`src/rtl/mem_arb_pkg.sv`:
```
// Shared constants for the two-channel memory burst arbiter: slot encoding,
// FSM state encoding and parameter defaults.
package mem_arb_pkg;

    localparam int MEM_DATA_BITS_DEF = 64;
    localparam int ADDR_BITS_DEF     = 24;
    localparam int LEN_BITS_DEF      = 10;
    localparam int WDOG_CYCLES_DEF   = 65535;

    localparam logic [1:0] SLOT_CH0_WR = 2'd0;
    localparam logic [1:0] SLOT_CH0_RD = 2'd1;
    localparam logic [1:0] SLOT_CH1_WR = 2'd2;
    localparam logic [1:0] SLOT_CH1_RD = 2'd3;

    localparam logic [1:0] ST_IDLE  = 2'd0;
    localparam logic [1:0] ST_ISSUE = 2'd1;
    localparam logic [1:0] ST_BUSY  = 2'd2;

    // Bit 0 of a slot is the direction, bit 1 the channel.
    function automatic logic slot_is_read(input logic [1:0] slot);
        return slot[0];
    endfunction

    function automatic logic slot_chan(input logic [1:0] slot);
        return slot[1];
    endfunction

endpackage

```
`src/rtl/mem_burst_arbiter_rr_pick.sv`:
```
// Combinational 4-way round-robin priority encoder: the search starts at
// last+1 (mod 4) and the first active request wins.
module rr_pick (
    input  logic [3:0] req,
    input  logic [1:0] last,
    output logic       valid,
    output logic [1:0] idx
);

    always_comb begin
        logic [1:0] cand;
        valid = 1'b0;
        idx   = last;
        cand  = '0;
        for (int i = 1; i <= 4; i++) begin
            cand = last + 2'(i);
            if (!valid && req[cand]) begin
                valid = 1'b1;
                idx   = cand;
            end
        end
    end

endmodule

```
`src/rtl/mem_burst_arbiter.sv`:
```
// Two-channel read/write burst arbiter in front of a single memory controller.
// Optional burst watchdog is enabled by defining MEM_ARB_WDOG_EN.
//
// state    | meaning
// ---------+------------------------------------------------------------
// ST_IDLE  | no burst; requests are sampled and a slot picked
// ST_ISSUE | first cycle of the granted burst, memory request raised
// ST_BUSY  | burst running; waits for the granted direction's finish
module mem_burst_arbiter
    import mem_arb_pkg::*;
#(
    parameter int MEM_DATA_BITS = MEM_DATA_BITS_DEF,
    parameter int ADDR_BITS     = ADDR_BITS_DEF,
    parameter int LEN_BITS      = LEN_BITS_DEF,
    parameter int WDOG_CYCLES   = WDOG_CYCLES_DEF
) (
    input  logic                       clk,
    input  logic                       rst,
    input  logic [1:0]                 wr_burst_req,
    input  logic [2*LEN_BITS-1:0]      wr_burst_len,
    input  logic [2*ADDR_BITS-1:0]     wr_burst_addr,
    input  logic [2*MEM_DATA_BITS-1:0] wr_burst_data,
    output logic [1:0]                 wr_burst_data_req,
    output logic [1:0]                 wr_burst_finish,
    input  logic [1:0]                 rd_burst_req,
    input  logic [2*LEN_BITS-1:0]      rd_burst_len,
    input  logic [2*ADDR_BITS-1:0]     rd_burst_addr,
    output logic [1:0]                 rd_burst_data_valid,
    output logic [MEM_DATA_BITS-1:0]   rd_burst_data,
    output logic [1:0]                 rd_burst_finish,
    output logic                       mem_wr_burst_req,
    output logic [LEN_BITS-1:0]        mem_wr_burst_len,
    output logic [ADDR_BITS-1:0]       mem_wr_burst_addr,
    output logic [MEM_DATA_BITS-1:0]   mem_wr_burst_data,
    input  logic                       mem_wr_burst_data_req,
    input  logic                       mem_wr_burst_finish,
    output logic                       mem_rd_burst_req,
    output logic [LEN_BITS-1:0]        mem_rd_burst_len,
    output logic [ADDR_BITS-1:0]       mem_rd_burst_addr,
    input  logic                       mem_rd_burst_data_valid,
    input  logic                       mem_rd_burst_finish,
    input  logic [MEM_DATA_BITS-1:0]   mem_rd_burst_data,
    output logic [1:0]                 grant_id,
    output logic                       busy,
    output logic                       arb_timeout
);

    logic [1:0]           state;
    logic [1:0]           last_grant;
    logic [3:0]           req_vec;
    logic                 pick_valid;
    logic [1:0]           pick_idx;
    logic [LEN_BITS-1:0]  pick_len;
    logic [ADDR_BITS-1:0] pick_addr;
    logic [LEN_BITS-1:0]  burst_len;
    logic [ADDR_BITS-1:0] burst_addr;
    logic                 gnt_rd;
    logic                 gnt_ch;
    logic                 data_strobe;
    logic                 fin_hit;
    logic                 wdog_hit;
    logic                 done;

    assign req_vec = {rd_burst_req[1], wr_burst_req[1], rd_burst_req[0], wr_burst_req[0]};

    rr_pick u_rr_pick (
        .req   (req_vec),
        .last  (last_grant),
        .valid (pick_valid),
        .idx   (pick_idx)
    );

    always_comb begin
        pick_len  = wr_burst_len[LEN_BITS-1:0];
        pick_addr = wr_burst_addr[ADDR_BITS-1:0];
        case (pick_idx)
            SLOT_CH0_WR: begin
                pick_len  = wr_burst_len[LEN_BITS-1:0];
                pick_addr = wr_burst_addr[ADDR_BITS-1:0];
            end
            SLOT_CH0_RD: begin
                pick_len  = rd_burst_len[LEN_BITS-1:0];
                pick_addr = rd_burst_addr[ADDR_BITS-1:0];
            end
            SLOT_CH1_WR: begin
                pick_len  = wr_burst_len[2*LEN_BITS-1:LEN_BITS];
                pick_addr = wr_burst_addr[2*ADDR_BITS-1:ADDR_BITS];
            end
            SLOT_CH1_RD: begin
                pick_len  = rd_burst_len[2*LEN_BITS-1:LEN_BITS];
                pick_addr = rd_burst_addr[2*ADDR_BITS-1:ADDR_BITS];
            end
            default: ;
        endcase
    end

    assign gnt_rd      = slot_is_read(grant_id);
    assign gnt_ch      = slot_chan(grant_id);
    assign data_strobe = gnt_rd ? mem_rd_burst_data_valid : mem_wr_burst_data_req;
    // Finish only counts in BUSY and only from the granted direction.
    assign fin_hit     = (state == ST_BUSY) && (gnt_rd ? mem_rd_burst_finish : mem_wr_burst_finish);
    assign done        = fin_hit || wdog_hit;
    assign busy        = (state != ST_IDLE);

    assign mem_wr_burst_len  = burst_len;
    assign mem_rd_burst_len  = burst_len;
    assign mem_wr_burst_addr = burst_addr;
    assign mem_rd_burst_addr = burst_addr;

    always_ff @(posedge clk or posedge rst) begin
        if (rst) begin
            state            <= ST_IDLE;
            last_grant       <= SLOT_CH1_RD;
            grant_id         <= SLOT_CH0_WR;
            burst_len        <= '0;
            burst_addr       <= '0;
            mem_wr_burst_req <= 1'b0;
            mem_rd_burst_req <= 1'b0;
        end else begin
            case (state)
                ST_IDLE: begin
                    if (pick_valid) begin
                        state            <= ST_ISSUE;
                        last_grant       <= pick_idx;
                        grant_id         <= pick_idx;
                        burst_len        <= pick_len;
                        burst_addr       <= pick_addr;
                        mem_wr_burst_req <= !slot_is_read(pick_idx);
                        mem_rd_burst_req <= slot_is_read(pick_idx);
                    end
                end
                ST_ISSUE: state <= ST_BUSY;
                ST_BUSY: begin
                    if (done) begin
                        state            <= ST_IDLE;
                        mem_wr_burst_req <= 1'b0;
                        mem_rd_burst_req <= 1'b0;
                    end
                end
                default: state <= ST_IDLE;
            endcase
        end
    end

    always_comb begin
        wr_burst_data_req   = '0;
        rd_burst_data_valid = '0;
        wr_burst_finish     = '0;
        rd_burst_finish     = '0;
        if (busy) begin
            if (gnt_rd) rd_burst_data_valid[gnt_ch] = mem_rd_burst_data_valid;
            else        wr_burst_data_req[gnt_ch]   = mem_wr_burst_data_req;
        end
        if (done) begin
            if (gnt_rd) rd_burst_finish[gnt_ch] = 1'b1;
            else        wr_burst_finish[gnt_ch] = 1'b1;
        end
    end

    assign mem_wr_burst_data = gnt_ch ? wr_burst_data[2*MEM_DATA_BITS-1:MEM_DATA_BITS]
                                      : wr_burst_data[MEM_DATA_BITS-1:0];
    assign rd_burst_data     = mem_rd_burst_data;

`ifdef MEM_ARB_WDOG_EN
    // Down-counter reloaded outside BUSY and on every data strobe; hitting zero
    // marks the WDOG_CYCLES-th quiet BUSY cycle.
    localparam logic [15:0] WDOG_LOAD = 16'(WDOG_CYCLES - 1);
    logic [15:0] wdog_cnt;

    always_ff @(posedge clk or posedge rst) begin
        if (rst) begin
            wdog_cnt <= WDOG_LOAD;
        end else if (state != ST_BUSY || data_strobe || wdog_hit) begin
            wdog_cnt <= WDOG_LOAD;
        end else begin
            wdog_cnt <= wdog_cnt - 16'd1;
        end
    end

    assign wdog_hit    = (state == ST_BUSY) && !data_strobe && (wdog_cnt == 16'd0);
    assign arb_timeout = wdog_hit;
`else
    assign wdog_hit    = 1'b0;
    assign arb_timeout = 1'b0;
`endif

endmodule
```
`config.mk`:
```
export PLATFORM = sky130hd
export DESIGN_NAME = mem_burst_arbiter
export DESIGN_NICKNAME = d
export VERILOG_FILES = /design/src/rtl/mem_arb_pkg.sv /design/src/rtl/mem_burst_arbiter_rr_pick.sv /design/src/rtl/mem_burst_arbiter.sv
export SDC_FILE = /design/constraint.sdc
export NUM_CORES = 1
export LEC_CHECK = 0
export CORE_AREA = 3 3 211 213
export DETAILED_ROUTE_END_ITERATION = 8
export DIE_AREA = 0 0 214 216
export DONT_BUFFER_PORTS = 1
export GPL_TIMING_DRIVEN = 0
export PLACE_DENSITY_LB_ADDON = 0.15
export SYNTH_ARGS = -nofsm -noshare
export SYNTH_HDL_FRONTEND = slang
export SYNTH_SLANG_ARGS = --single-unit
```
`constraint.sdc`:
```
create_clock -name clk -period 4.4 [get_ports clk]
set_clock_uncertainty 0.05 [all_clocks]
set_input_delay 0.88 -clock clk [delete_from_list [all_inputs] [get_ports clk]]
set_output_delay 0.88 -clock clk [all_outputs]
set_load 0.01 [all_outputs]
```
==> results.ini <==
[global_route]
grt_max_degree = 26
grt_pass1_wl_um = 34200
grt_pass1_vias = 3716
antenna_found_initial = 32
grt_util_all_layers_pct = 10.9
gr-total-overflow = 0

[power_and_ir_drop]
p_sw_uw = 1840
pwr-share-seq_pct = 24.0
power_frac_comb_pct = 64.8
irDropWorstVdd_mv = 0.197
p_int_uw = 1860
powerDensity_nw_per_um2 = 719
clock_power_share_pct = 11.2
p_leak_uw = 0.00211
swShare_pct = 49.7

[finish]
final_common_cell = buf_4
num-fill-cells = 4899
layout_common_cells = buf_4, mux2i_1, mux2_2, nand2_1, dfrtp_1
multi_input_area_um2 = 2110
design_area_um2 = 5140
syn_to_final_growth_pct = 22.0
seq_area_um2 = 1050
drive_above_1_share_pct = 45.3
nets = 772

[critical_path]
ff2ff_path_depth = 8
crit_type = reg -> out
end_kind = primary output
crit_arrival_ns = 2.15
reg2reg_setup_slack_ns = 2.09
reg2reg_from = last_grant[1]$_DFFE_PP1P_
critPathRequiredTime_ns = 3.47
crit_path_start_kind = register
reg2reg_to = mem_rd_burst_addr[10]$_DFFE_PP0P_
cp_max_fo = 10

[floorplan]
io_pins = 548
dieHeight_um = 216
die_w_um = 214
core_um2 = 42900
initial_utilization_pct = 9.83
rows = 76
die-area_um2 = 46200

[routing]
drt-initial-drc-count = 123
drc_errors = 0
dr.pass1.iters = 4
wl_um = 26700
ant_nets = 0
wl_per_cell_um = 25.9
avgViaCountPerCell = 3.37
num_vias = 3486

[synthesis]
netlist_instances = 426
yosys-mux-area-fraction_pct = 33.8
ys_ff_latch = 42
ys_seq_area_share_pct = 25.0
synth_top_family_by_area = multiplexers
synth_compound_area_share_pct = 8.66
synth_fp_nets = 764
yosysWarnings = 0
ys_types = 33
yosys.area_share.simple_pct = 7.53
synthAdderAreaFrac_pct = 0
netlist_area_um2 = 4220
synth_xor_xnor_area_share_pct = 0
avgSynthCellArea_um2 = 9.90

[cts]
cts_hold_buffers = 0
h-tree-depth = 2
ctsResizeCount = 0
clk_path_buf_depth = 2
root_buffer = clkbuf_16
numCtsBuffers = 5
clk_pin_slew_ns = 0.08
cts_tree = yes
cts_num_sinks = 42
cts_setup_buffers = 0
clk_latency_ns = 0.31

[timing]
holdWs_ns = 0.395
timing.setup.tns_ns = 0
timing.final.crit_period_ns = 3.08
maxSlewHeadroom_pct = 41.1
fmax_ghz = 0.324
finalHoldViolCount = 0
finalSetupViolCount = 0
maxSlewViolCount = 0
worst_slack_ns = 1.32
worst_pin_slew_ns = 0.884
rsz0062_at_grt = no
post-route-period-util_pct = 70.1

[place]
gp_congestion = 0.970
dp_hpwl_um = 23400
place_worst_setup_slack_ns = 1.53
portBuffers = 0
placed_area_um2 = 4970

[run_status]
status = complete, no violations

[run]
maxCapViolations = 0

[hold_path]
hp-class = in -> async

final cells by class:
cell class	instances	share of cell area, %
Sequential cell	42	20.5
Buffer	128	19.9
Timing Repair Buffer	1	0.389
Inverter	5	0.608
Clock buffer	6	2.50
Tap cell	585	14.2
Antenna cell	13	0.632
Multi-Input combinational cell	251	41.0
Clock inverter	2	0.268
cell families (layout without fill, tap and decap cells):
group / Yosys count / count (layout)
AND/OR/NAND/NOR: 73 / 73
AO/OA/AOI/OAI: 43 / 43
multiplexers: 134 / 134
flip-flops: 42 / 42
buffers and inverters: 133 / 142
other: 1 / 14
Yosys cell counts:
master	instances	share of area, %
a31oi_1	1	0.15
dfstp_2	2	1.2
nand2_1	42	3.7
conb_1	1	0.089
nand2b_2	1	0.21
nand2b_1	4	0.59
a21o_1	1	0.18
buf_2	3	0.36
dfrtp_1	40	24
a22oi_1	1	0.18
o211ai_2	1	0.30
buf_12	7	3.3
mux2_2	66	18
nand3b_1	2	0.36
o211ai_1	1	0.18
nor3_1	4	0.47
buf_6	5	1.3
nand3_1	3	0.36
nor4_1	1	0.15
mux2i_1	68	16
clkbuf_1	12	1.1
inv_1	4	0.36
o221ai_1	33	6.9
o2111a_1	1	0.27
nor2_1	13	1.2
buf_8	1	0.36
o21ai_0	2	0.24
o22ai_1	1	0.15
buf_4	100	18
o31ai_1	1	0.18
or2_1	2	0.30
or2_4	1	0.21
clkinv_8	1	0.39
per-layer routing:
| metal | global-route usage, % | vias up | routed length [µm] | part of all wire (%) |
|---|---|---|---|---|
| met1 | 10.3 | 1611 | 8600 | 32 |
| met4 | 6.10 | 0 | 1350 | 5.0 |
| met3 | 3.44 | 70 | 2180 | 8.1 |
| li1 | - | 1445 | - | - |
| met5 | 0 | - | 0 | 0 |
| met2 | 20.8 | 360 | 14600 | 55 |
state kept, by name (all words and copies together), names as in the netlist:
register           cells
grant_id               2
last_grant             2
mem_rd_burst_addr     24
mem_rd_burst_len      10
mem_rd_burst_req       1
mem_wr_burst_req       1
state                  2
how the worst max path moves through the flow:
stage / from / endpoint / slack (ns) / cells after the start
final: grant_id[1]$_DFFE_PP0P_ / mem_wr_burst_data[32] / 1.32 / 3
after global routing: grant_id[1]$_DFFE_PP0P_ / mem_wr_burst_data[32] / 1.23 / 3
after CTS: grant_id[1]$_DFFE_PP0P_ / mem_wr_burst_data[32] / 1.27 / 3
after detailed placement: rd_burst_req[1] / mem_rd_burst_addr[14]$_DFFE_PP0P_ / 1.53 / 7
after global placement: rst / mem_rd_burst_addr[13]$_DFFE_PP0P_ / 1.53 / 1
after floorplan: mem_rd_burst_finish / wr_burst_finish[0] / 2.01 / 3
power by group through the flow:
stage | Sequential, µW | Clock, µW | Combinational, µW
2_1_floorplan | 809 | 0 | 1870
3_3_place_gp | 906 | 0 | 2460
3_5_place_dp | 901 | 0 | 2480
4_1_cts | 897 | 457 | 2480
5_1_grt | 920 | 465 | 2600
6_report | 887 | 415 | 2400
stage by stage:
step	total power, µW	std cells	utilization (%)
3_5_place_dp	3380	1012	11.6
2_1_floorplan	2670	426	-
5_1_grt	3990	1031	12.0
4_1_cts	3840	1020	11.9
3_3_place_gp	3370	1011	11.5
6_report	3700	1033	12.0
critical path, stage by stage (launching register included):
cell      delay (ns)
dfrtp_1         0.43
clkbuf_1        0.35
clkbuf_1        0.56
mux2_2          0.48
(Power assumes the default switching activity.)
